**config.mk**
```make
export PLATFORM = sky130hd
export DESIGN_NAME = serial_subtractor_flat
export DESIGN_NICKNAME = d
export VERILOG_FILES = /design/src/rtl/serial_subtractor_if.sv /design/src/rtl/serial_subtractor.sv /design/src/flat_wrapper.sv
export SDC_FILE = /design/constraint.sdc
export NUM_CORES = 1
export LEC_CHECK = 0
export BUFFER_PORTS_ARGS = -buffer_cell sky130_fd_sc_hd__buf_2
export CORE_ASPECT_RATIO = 1.1
export CORE_MARGIN = 5
export CORE_UTILIZATION = 46
export DETAILED_ROUTE_END_ITERATION = 10
export PLACE_DENSITY = 0.7
export SYNTH_ARGS = -nofsm -noshare
export SYNTH_HDL_FRONTEND = slang
export SYNTH_SLANG_ARGS = --single-unit
```
**constraint.sdc**
```tcl
create_clock -name clk -period 1.3 [get_ports clk]
set_input_delay 0.26 -clock clk [delete_from_list [all_inputs] [get_ports clk]]
set_output_delay 0.26 -clock clk [all_outputs]
set_load 0.05 [all_outputs]
```
**src/rtl/serial_subtractor_if.sv**
```systemverilog
// -----------------------------------------------------------------------------
// serial_subtractor_if
// Operand/result bundle for serial_subtractor.
//   start      : request to begin a subtraction (master -> slave)
//   minuend    : adder result {carry, sum}, WIDTH+1 bits (master -> slave)
//   subtrahend : known addend to remove, WIDTH bits (master -> slave)
//   diff       : recovered operand, low WIDTH bits of the result (slave -> master)
//   borrow     : minuend < subtrahend (slave -> master)
//   range_err  : true difference not representable in WIDTH bits (slave -> master)
//   busy       : subtraction in progress (slave -> master)
//   done       : one-cycle pulse when results update (slave -> master)
// -----------------------------------------------------------------------------
interface serial_subtractor_if #(
  parameter int WIDTH = 4
) ();
  logic             start;
  logic [WIDTH:0]   minuend;
  logic [WIDTH-1:0] subtrahend;
  logic [WIDTH-1:0] diff;
  logic             borrow;
  logic             range_err;
  logic             busy;
  logic             done;

  modport master (
    output start, minuend, subtrahend,
    input  diff, borrow, range_err, busy, done
  );

  modport slave (
    input  start, minuend, subtrahend,
    output diff, borrow, range_err, busy, done
  );
endinterface

```
**src/rtl/serial_subtractor.sv**
```systemverilog
// -----------------------------------------------------------------------------
// serial_subtractor
// Bit-serial subtractor that removes a known addend from a {carry, sum} adder
// result, one bit per clock, LSB first.
//
// Ports:
//   clk   : clock, all state updates on the rising edge
//   rst_n : asynchronous active-low reset
//   bus   : serial_subtractor_if.slave (start/minuend/subtrahend in,
//           diff/borrow/range_err/busy/done out)
//
// Optional build macro:
//   RANGE_ERR_STICKY_EN : range_err latches high at the first erroneous result
//                         and stays high until reset.
//
// state | meaning
// ------+--------------------------------------------------------------
// IDLE  | waiting for start; operands latched on the accepting edge
// SHIFT | one full-subtractor step per cycle, WIDTH+1 cycles
// DONE  | results updated on entry, done high for this one cycle
// -----------------------------------------------------------------------------
module serial_subtractor #(
  parameter int WIDTH = 4
) (
  input  logic               clk,
  input  logic               rst_n,
  serial_subtractor_if.slave bus
);

  localparam int CNT_W = $clog2(WIDTH + 1);

  typedef enum logic [1:0] {IDLE, SHIFT, DONE} state_t;

  state_t           r_state;
  logic [WIDTH:0]   r_a;
  logic [WIDTH:0]   r_b;
  logic [WIDTH-1:0] r_res;
  logic             r_bor;
  logic [CNT_W-1:0] r_cnt;
  logic [WIDTH-1:0] r_diff;
  logic             r_borrow;
  logic             r_range_err;
  logic             r_busy;
  logic             r_done;

  logic w_a0;
  logic w_b0;
  logic w_d;
  logic w_bor_next;

  // One-bit full subtractor on the current LSBs and the registered borrow.
  assign w_a0       = r_a[0];
  assign w_b0       = r_b[0];
  assign w_d        = w_a0 ^ w_b0 ^ r_bor;
  assign w_bor_next = (~w_a0 & w_b0) | (~(w_a0 ^ w_b0) & r_bor);

  always_ff @(posedge clk or negedge rst_n) begin
    if (!rst_n) begin
      r_state     <= IDLE;
      r_a         <= '0;
      r_b         <= '0;
      r_res       <= '0;
      r_bor       <= 1'b0;
      r_cnt       <= '0;
      r_diff      <= '0;
      r_borrow    <= 1'b0;
      r_range_err <= 1'b0;
      r_busy      <= 1'b0;
      r_done      <= 1'b0;
    end else begin
      case (r_state)
        IDLE: begin
          r_done <= 1'b0;
          if (bus.start) begin
            r_a     <= bus.minuend;
            r_b     <= {1'b0, bus.subtrahend};
            r_res   <= '0;
            r_bor   <= 1'b0;
            r_cnt   <= CNT_W'(WIDTH);
            r_busy  <= 1'b1;
            r_state <= SHIFT;
          end
        end
        SHIFT: begin
          r_a   <= r_a >> 1;
          r_b   <= r_b >> 1;
          r_res <= {w_d, r_res[WIDTH-1:1]};
          r_bor <= w_bor_next;
          if (r_cnt == '0) begin
            // Last step: w_d is result bit WIDTH, r_res already holds bits
            // WIDTH-1..0, so the visible result is taken directly from here.
            r_diff   <= r_res;
            r_borrow <= w_bor_next;
`ifdef RANGE_ERR_STICKY_EN
            r_range_err <= r_range_err | w_bor_next | w_d;
`else
            r_range_err <= w_bor_next | w_d;
`endif
            r_busy  <= 1'b0;
            r_done  <= 1'b1;
            r_state <= DONE;
          end else begin
            r_cnt <= r_cnt - 1'b1;
          end
        end
        DONE: begin
          r_done  <= 1'b0;
          r_state <= IDLE;
        end
        default: begin
          r_busy  <= 1'b0;
          r_done  <= 1'b0;
          r_state <= IDLE;
        end
      endcase
    end
  end

  assign bus.diff      = r_diff;
  assign bus.borrow    = r_borrow;
  assign bus.range_err = r_range_err;
  assign bus.busy      = r_busy;
  assign bus.done      = r_done;

endmodule
```
**src/flat_wrapper.sv**
```systemverilog
// flat-port wrapper written by rule: the top's interface ports become plain ports
module serial_subtractor_flat 
#(
  parameter int WIDTH = 4
)
  (clk, rst_n, bus_start, bus_minuend, bus_subtrahend, bus_diff, bus_borrow, bus_range_err, bus_busy, bus_done);
  serial_subtractor_if #(.WIDTH(WIDTH)) bus_i ();
  input  logic clk;
  input  logic rst_n;
  input wire logic [$bits(bus_i.start)-1:0] bus_start;
  input wire logic [$bits(bus_i.minuend)-1:0] bus_minuend;
  input wire logic [$bits(bus_i.subtrahend)-1:0] bus_subtrahend;
  output wire logic [$bits(bus_i.diff)-1:0] bus_diff;
  output wire logic [$bits(bus_i.borrow)-1:0] bus_borrow;
  output wire logic [$bits(bus_i.range_err)-1:0] bus_range_err;
  output wire logic [$bits(bus_i.busy)-1:0] bus_busy;
  output wire logic [$bits(bus_i.done)-1:0] bus_done;
  assign bus_i.start = bus_start;
  assign bus_i.minuend = bus_minuend;
  assign bus_i.subtrahend = bus_subtrahend;
  assign bus_diff = bus_i.diff;
  assign bus_borrow = bus_i.borrow;
  assign bus_range_err = bus_i.range_err;
  assign bus_busy = bus_i.busy;
  assign bus_done = bus_i.done;
  serial_subtractor #(.WIDTH(WIDTH)) u_core (.clk(clk), .rst_n(rst_n), .bus(bus_i));
endmodule
```
Word-level counts from Yosys, hierarchy flattened
Index checks and enable logic that the tools add are counted.
{"block": "word_totals", "input_bits": 12, "mem_count": 0, "latch_bits": 0, "wordCells": 53, "ff_bits": 28, "ramBits": 0, "romBits": 0}
{"block": "classes", "add_sub_neg": 1, "n_mux": 19, "n_mul": 0, "n_div": 0, "eq_ne": 5, "bitwise": 9, "reduce_logical": 8, "shift": 0, "magnitude_cmp": 0}
{"operator": "$pmux W5 S2", "n": 2}
{"operator": "$mux W5", "n": 2}
{"operator": "$pmux W4 S2", "n": 1}
{"operator": "$mux W3", "n": 2}
{"operator": "$pmux W3 S2", "n": 1}
{"operator": "$reduce_and A2 Y1", "n": 3}
{"operator": "$reduce_and A3 Y1", "n": 2}
{"operator": "$mux W1", "n": 5}
{"operator": "$mux W2", "n": 2}
{"operator": "$mux W4", "n": 1}
{"operator": "$ne A2 B2 Y1 const B", "n": 2}
{"operator": "$pmux W2 S2", "n": 1}
{"operator": "$logic_not A3 Y1", "n": 1}
{"operator": "$not A1 Y1", "n": 3}
{"operator": "$pmux W1 S3", "n": 1}
{"operator": "$sub A3 B1 Y3 const B", "n": 1}
{"operator": "$and A1 B1 Y1", "n": 2}
{"operator": "$eq A2 B1 Y1 const B", "n": 1}
{"operator": "$eq A2 B2 Y1 const B", "n": 1}
{"operator": "$logic_not A2 Y1", "n": 1}
{"operator": "$ne A2 B1 Y1 const B", "n": 1}
{"operator": "$or A1 B1 Y1", "n": 2}
{"operator": "$pmux W1 S2", "n": 1}
{"operator": "$reduce_bool A2 Y1", "n": 1}
{"operator": "$xor A1 B1 Y1", "n": 2}

Depth between registers and ports, before layout
Gate-level depths: netlist of the first run.
{"block": "depth", "ltp_word": 5, "depth_mapped": 6}

Worst setup path after synthesis of the first run
OpenSTA, ideal clock, no wires.
{"block": "synth_timing", "path_type": "reg-to-reg", "from": "register u_core.r_cnt[0]", "to": "register u_core.r_borrow (netlist: u_core.bus.borrow)", "arrival_time_ps": 1240, "stages_incl_launch_ff": 6, "n_path_buf": 1, "setup_ps": 125, "path_slack_ps": -65, "synth_period_minus_slack_ps": 1365, "cell_sequence": "dfrtp_1 > inv_1 > ha_1 > and4bb_1 > buf_6 > mux2_4"}
{"block": "synth_between", "elab_chain_len": 2}
{"element": "start, declared", "line": "serial_subtractor.sv:39", "source": "logic [CNT_W-1:0] r_cnt;"}
{"element": "start signal, assigned", "line": "serial_subtractor.sv:79", "source": "r_cnt <= CNT_W'(WIDTH);"}
{"element": "start signal, assigned", "line": "serial_subtractor.sv:103", "source": "r_cnt <= r_cnt - 1'b1;"}
{"element": "$logic_not A3 Y1", "line": "serial_subtractor.sv:89", "source": "if (r_cnt == '0) begin"}
{"element": "$reduce_and A2 Y1 (no source line)"}
{"element": "end signal, assigned", "line": "serial_subtractor.sv:93", "source": "r_borrow <= w_bor_next;"}
{"element": "end, declared", "line": "serial_subtractor.sv:41", "source": "logic r_borrow;"}
Every way passes these cells.
A chain may end at the register's enable or synchronous reset.

Worst setup path in the final report of the first run
{"block": "layout_timing", "from": "register u_core.r_cnt[0]", "to": "register u_core.r_diff[1] (netlist: u_core.bus.diff[1])"}
{"block": "layout_between", "elab_chain_len": 2}
{"element": "$logic_not A3 Y1", "line": "serial_subtractor.sv:89"}
{"element": "$reduce_and A2 Y1 (no source line)"}
{"element": "end signal, assigned", "line": "serial_subtractor.sv:92", "source": "r_diff <= r_res;"}
{"element": "end, declared", "line": "serial_subtractor.sv:40", "source": "logic [WIDTH-1:0] r_diff;"}
Every way passes these cells.

==> results of run 1 <==
==> critical path, stage by stage, from the launching register on <==
cell and delay, ns:
dfrtp_1 0.42, inv_2 0.08, ha_4 0.14, and4bb_1 0.22, buf_6 0.15, mux2_4 0.30
==> metal layers <==
metal / track usage, % / routed length [um]
met4: 7.08 / 54
met5: 0 / 0
met1: 19.0 / 1100
met2: 25.1 / 1250
met3: 2.65 / 97
==> registers in the layout, summed over array words and instances (netlist names) <==
register and cells:
u_core.r_cnt 3, u_core.r_a 5, u_core.r_bor 1, u_core.r_b 4, u_core.bus.busy 1, u_core.r_res 4
u_core.bus.borrow 1, u_core.bus.done 1, u_core.bus.range_err 1, u_core.r_state 2, u_core.bus.diff 4
==> how the worst max path moves through the flow <==
stage                               to  cells after the start  slack (ns)
global placement     u_core.bus.borrow                      5       -0.07
global route        u_core.bus.diff[1]                      5       -0.15
CTS                 u_core.bus.diff[1]                      5        -0.1
floorplan            u_core.bus.borrow                      5       -0.07
finish              u_core.bus.diff[1]                      5       -0.09
detailed placement  u_core.bus.diff[0]                      5       -0.16
==> logic make-up (layout without fill, tap and decap cells) <==
group,after synthesis,count (layout),share of synthesized area (%)
AND/OR/NAND/NOR,27,27,10.8
multiplexers,7,7,7.88
adder cells (fa/ha/maj),3,3,3.73
AO/OA/AOI/OAI,32,32,17.0
flip-flops,27,27,56.0
buffers and inverters,12,53,4.56
==> stage by stage <==
stage / util (%) / worst slack, ns / std cells
detailed placement: 57.1 / -0.156 / 170
global route: 61.4 / -0.153 / 180
finish: 61.4 / -0.0949 / 180
global placement: 57.1 / -0.0720 / 170
CTS: 59.9 / -0.0981 / 177
floorplan: - / -0.0654 / 108
==> cells in the final DEF, fill, tap and decap left out <==
cell	netlist	final
a21oi_1	3	3
a22o_1	3	3
a22oi_1	7	7
a2bb2oi_1	1	1
a31oi_1	1	1
a32o_1	1	1
and2b_2	0	2
and4bb_1	1	1
buf_2	2	15
buf_4	0	22
buf_6	1	1
clkbuf_4	0	6
clkinvlp_4	0	1
dfrtp_1	27	27
dlygate4sd3_1	0	1
fa_1	1	1
ha_1	2	1
ha_4	0	1
inv_1	6	4
inv_2	1	3
mux2_4	5	5
mux2i_1	2	2
nand2_1	10	10
nand3_1	2	2
nor2_1	8	8
nor2b_1	4	3
nor2b_2	0	1
o21ai_0	7	4
o21ai_1	7	10
o21bai_1	1	1
o2bb2ai_1	1	1
==> where the power goes <==
group / switching (mW) / leakage (nW) / internal [mW]
sequential: 0.249 / 0.344 / 1.21
clock: 0.266 / 0.0139 / 0.118
combinational: 1.24 / 0.398 / 1.09
==> layout make-up <==
class / instances / share of cell area [%]
tap: 31 / 2.51
timing repair buffer: 42 / 18.4
inverter: 7 / 1.70
multi-input combinational: 69 / 31.9
clock inverter: 1 / 0.485
clock buffer: 3 / 1.46
sequential: 27 / 43.7
==> timing repair <==
action / CTS / global route
endpoints found under the hold margin: 27 / 0
setup endpoints to repair: 8 / 18
hold buffers: 1 / 0
gates cloned: 0 / 0
resized for setup: 5 / 11
buffers inserted: 2 / 3
pin swaps: 1 / 1
==> run_results.csv, run 1 <==
group,metric,value,unit
floorplanning,die_height,63.7,um
finish,diodes,0,
place,portBuffers,19,
floorplanning,core-area,0.00252,mm2
sta,period_minus_slack,1.39,ns
cts,numClockSinks,27,
floorplanning,start_util,47.9,%
finish,ff_latch_area,676,um2
global_route,grt_pass1_wl,4.37,mm
place,dpl.hpwl,1.83,mm
synthesis,synth_top_area_cell,"dfrtp_1",
global_route,grt_usage,15.2,%
synthesis,synth.area.top_cells,"dfrtp_1 56%, mux2_4 6.2%, a22oi_1 4.4%, nand2_1 3.1%, o21ai_0 2.9%",
sta,worstMarginPinSlew,0.600,ns
synthesis,ys_ff_latch,27,
cts,clkTransAtPathRegs,0.14,ns
floorplanning,ios,20,
cts,cts_made_buffers,3,
min_path,hold_path.startpoint,"bus_subtrahend[3]",
synthesis,async_reset_ff_share,100,%
routing,drt-initial-drc-count,31,
finish,layout.nets,165,
finish,multi_input_area,493,um2
global_route,grt_pass1_vias,983,
sta,slew_headroom,60.0,%
critical_path,reg2reg_slack,-0.09,ns
sta,finalCritPeriodShare,107,%
synthesis,synth.top_cells.by_count,"27 x dfrtp_1, 10 x nand2_1, 8 x nor2_1",
min_path,holdPathEnd,"u_core.r_b[3]",
synthesis,synth.most_common_cell,"dfrtp_1",
sta,worst_hold_slack,0.185,ns
routing,wl,2.51,mm
synthesis,ys.flop_type,"dfrtp_1",
global_route,grt_max_degree,28,
power,peakVddDrop,1.51,mV
synthesis,synth.distinct_cells,26,
power,power.total,4.17,mW
synthesis,synth_edf_count,0,
synthesis,syn_nets,123,
critical_path,crit_start,"u_core.r_cnt[0]",
finish,synthToLayoutAreaGrowth,28.3,%
cts,clk_path_buf_depth,2,
cts,clockRootBuffer,"clkbuf_4",
cts,clock_latency,0.34,ns
sta,worst_slack,-0.0949,ns
cts,cts_tree,"done",
critical_path,r2r-start,"u_core.r_cnt[0]",
routing,firstDrtPassIters,4,
sta,hold_violations,0,
sta,max_freq,717,MHz
place,place.gp.congestion,0.745,
routing,drc,0,
global_route,antenna_found_initial,0,
floorplanning,die_area,0.00375,mm2
sta,finClkSkew,0.0109,ns
routing,wire_per_inst,13.9,um
status,violations,"negative setup slack",
critical_path,start_kind,"register",
floorplanning,dieWidth,58.8,um
synthesis,synth-warning-count,0,
routing,ant_nets,0,
critical_path,end_kind,"register",
min_path,hold_path.class,"input port to register",
critical_path,crit_type,"register to register",
status,outcome,"finished with violations",
finish,n_fill_cell,217,
min_path,hold_depth,2,
synthesis,synth.top_cell.area_share,56.0,%
synthesis,netlist_instances,108,
critical_path,arrival,1.63,ns
power,power_leakage,0.756,nW
floorplanning,fp-row-count,19,
sta,finalSetupTns,-0.455,ns
power,pwr_density_cell,2700,mW/mm2
critical_path,critPathRequiredTime,1.54,ns
finish,drive_gt1_share,38.3,%
cts,cts_max_level,1,
synthesis,syn_avg_cell_area,11.2,um2
synthesis,syn_area,0.00121,mm2
global_route,grt-ovfl-total,0,
routing,vias_per_cell,5.13,
synthesis,yosysSeqAreaShare,56.0,%
finish,fin_area,0.00155,mm2
critical_path,ff2ff_path_depth,5,
routing,vias,923,
critical_path,crit_fanout,7,
critical_path,worstReg2RegEnd,"u_core.bus.diff[1]",
sta,finalMaxSlewViolations,0,
flow_run,maxCapViolCount,0,
sta,rsz0062_at_grt,"yes",
place,dpl_cell_area,0.00144,mm2
sta,setup_viol,6,
(Power assumes the default switching activity.)
==> run 2, diff against run 1 <==
- MAX_ROUTING_LAYER: not set -> met4
==> run 2 against run 1 <==
  * Power is 0.14% lower
  * Count of clock-buffer cells in the layout did not move
  * Routed wire length is 0.32% lower
  * The run still ends with negative setup slack left
  * First-iteration DRC count fell by 9.7%
  * Utilization unchanged
  * Cell area did not move
  * Non-clock buffer count unchanged
  * Largest cell class unchanged
  * Critical path type unchanged
  * Global-route usage up 0.45 points
==> run_results.csv, run 2 (synthesis gave the netlist of run 1 again) <==
group,metric,value,unit
status,outcome,"finished with violations",
status,violations,"negative setup slack",
routing,firstDrtPassIters,4,
sta,rsz0062_at_grt,"yes",
critical_path,ff2ff_path_depth,5,
sta,worst_slack,-0.0953,ns
critical_path,r2r-start,"u_core.r_cnt[0]",
place,dp_cells,170,
cts,cts_max_level,1,
global_route,grt_pass1_wl,4.37,mm
global_route,grt_pass1_vias,982,
finish,drive_gt1_share,38.3,%
global_route,antenna_found_initial,0,
sta,worstMarginPinSlew,0.600,ns
sta,max_freq,717,MHz
routing,wl,2.50,mm
routing,drc,0,
sta,slew_headroom,60.0,%
routing,vias_per_cell,5.12,
min_path,hold_depth,2,
flow_run,maxCapViolCount,0,
finish,layoutNonFillerInstCount,180,
critical_path,start_kind,"register",
sta,finalMaxSlewViolations,0,
sta,period_minus_slack,1.40,ns
min_path,hold_path.startpoint,"bus_subtrahend[3]",
sta,setup_viol,6,
routing,drt-initial-drc-count,28,
finish,largest_reg_flops,5,
finish,largest_register,"u_core.r_a",
place,place.gp.congestion,0.754,
sta,hold_violations,0,
finish,layout.nets,165,
cts,cts_tree,"done",
critical_path,arrival,1.64,ns
critical_path,end_kind,"register",
finish,finish.utilization,61.4,%
floorplanning,ios,20,
cts,cts_made_buffers,3,
power,power.total,4.17,mW
power,peakVddDrop,1.51,mV
finish,layout_commonest_cell,"dfrtp_1",
global_route,grt-ovfl-total,0,
cts,clock_latency,0.33,ns
routing,ant_nets,0,
sta,finClkSkew,0.00597,ns
routing,vias,921,
routing,wire_per_inst,13.9,um
critical_path,critPathRequiredTime,1.54,ns
cts,clk_path_buf_depth,2,
sta,finalSetupTns,-0.486,ns
min_path,holdPathEnd,"u_core.r_b[3]",
critical_path,reg2reg_slack,-0.1,ns
sta,finalCritPeriodShare,107,%
sta,worst_hold_slack,0.185,ns
floorplanning,start_util,47.9,%
cts,clockRootBuffer,"clkbuf_4",
global_route,grt_usage,15.7,%
floorplanning,dieWidth,58.8,um
floorplanning,fp-row-count,19,
finish,diodes,0,
cts,numClockSinks,27,
floorplanning,die_height,63.7,um
power,power_leakage,0.756,nW
min_path,hold_path.class,"input port to register",
power,pwr_density_cell,2690,mW/mm2
place,portBuffers,19,
cts,clkTransAtPathRegs,0.15,ns
floorplanning,die_area,0.00375,mm2
place,dpl.hpwl,1.83,mm
critical_path,worstReg2RegEnd,"u_core.bus.diff[0]",
critical_path,crit_type,"register to register",
critical_path,crit_fanout,7,
finish,synthToLayoutAreaGrowth,28.3,%
floorplanning,core-area,0.00252,mm2
finish,layout_common_cells,"27 x dfrtp_1, 22 x buf_4, 15 x buf_2",
global_route,grt_max_degree,28,
-- run 2: worst max-delay path: stages (launching register included) --
cell      delay [ns]
dfrtp_1         0.42
inv_2           0.08
ha_4            0.14
and4bb_1        0.22
buf_6           0.15
mux2_4          0.30
-- run 2: cell type report --
| cell class | count | area [um2] |
|---|---|---|
| Clock inverter | 1 | 7.51 |
| Fill cell | 217 | 972 |
| Inverter | 7 | 26.3 |
| Timing Repair Buffer | 42 | 284 |
| Multi-Input combinational cell | 69 | 493 |
| Tap cell | 31 | 38.8 |
| Clock buffer | 3 | 22.5 |
| Sequential cell | 27 | 676 |
-- run 2: how the worst max path moves through the flow --
stage | startpoint | endpoint | slack [ns] | cells past startpoint
floorplan | u_core.r_cnt[0] | u_core.bus.borrow | -0.07 | 5
global placement | u_core.r_cnt[0] | u_core.bus.borrow | -0.07 | 5
detailed placement | u_core.r_cnt[0] | u_core.bus.diff[0] | -0.16 | 5
CTS | u_core.r_cnt[1] | u_core.bus.diff[1] | -0.1 | 5
global route | u_core.r_cnt[0] | u_core.bus.diff[1] | -0.15 | 5
finish | u_core.r_cnt[0] | u_core.bus.diff[0] | -0.1 | 5
-- run 2: what timing repair did --
| action | in CTS | in global routing |
|---|---|---|
| setup endpoints to repair | 8 | 18 |
| setup buffers | 2 | 3 |
| hold buffers | 1 | 0 |
| pin swaps | 1 | 1 |
| hold endpoints to repair | 27 | 0 |
| gates resized for setup | 5 | 11 |
-- run 2: stage by stage --
stage	setup WS (ns)	cell area, um2
after global placement	-0.0720	1440
after detailed placement	-0.156	1440
after global routing	-0.153	1550
final	-0.0953	1550
after CTS	-0.0981	1510
after floorplan	-0.0654	1210
-- run 2: power by group --
part | switching (mW) | internal [mW] | total (mW)
registers | 0.250 | 1.21 | 1.46
clock network | 0.260 | 0.118 | 0.379
logic | 1.24 | 1.09 | 2.33
total | 1.75 | 2.42 | 4.17
-- run 2: routing by layer --
layer  vias to the layer above  GRT usage, %  routed length, um
li1                        455             -                  -
met1                       442          19.1               1110
met2                        19          25.0               1240
met3                         5          2.65                 97
met4                         0          7.08                 54
met5                         -             -                  0
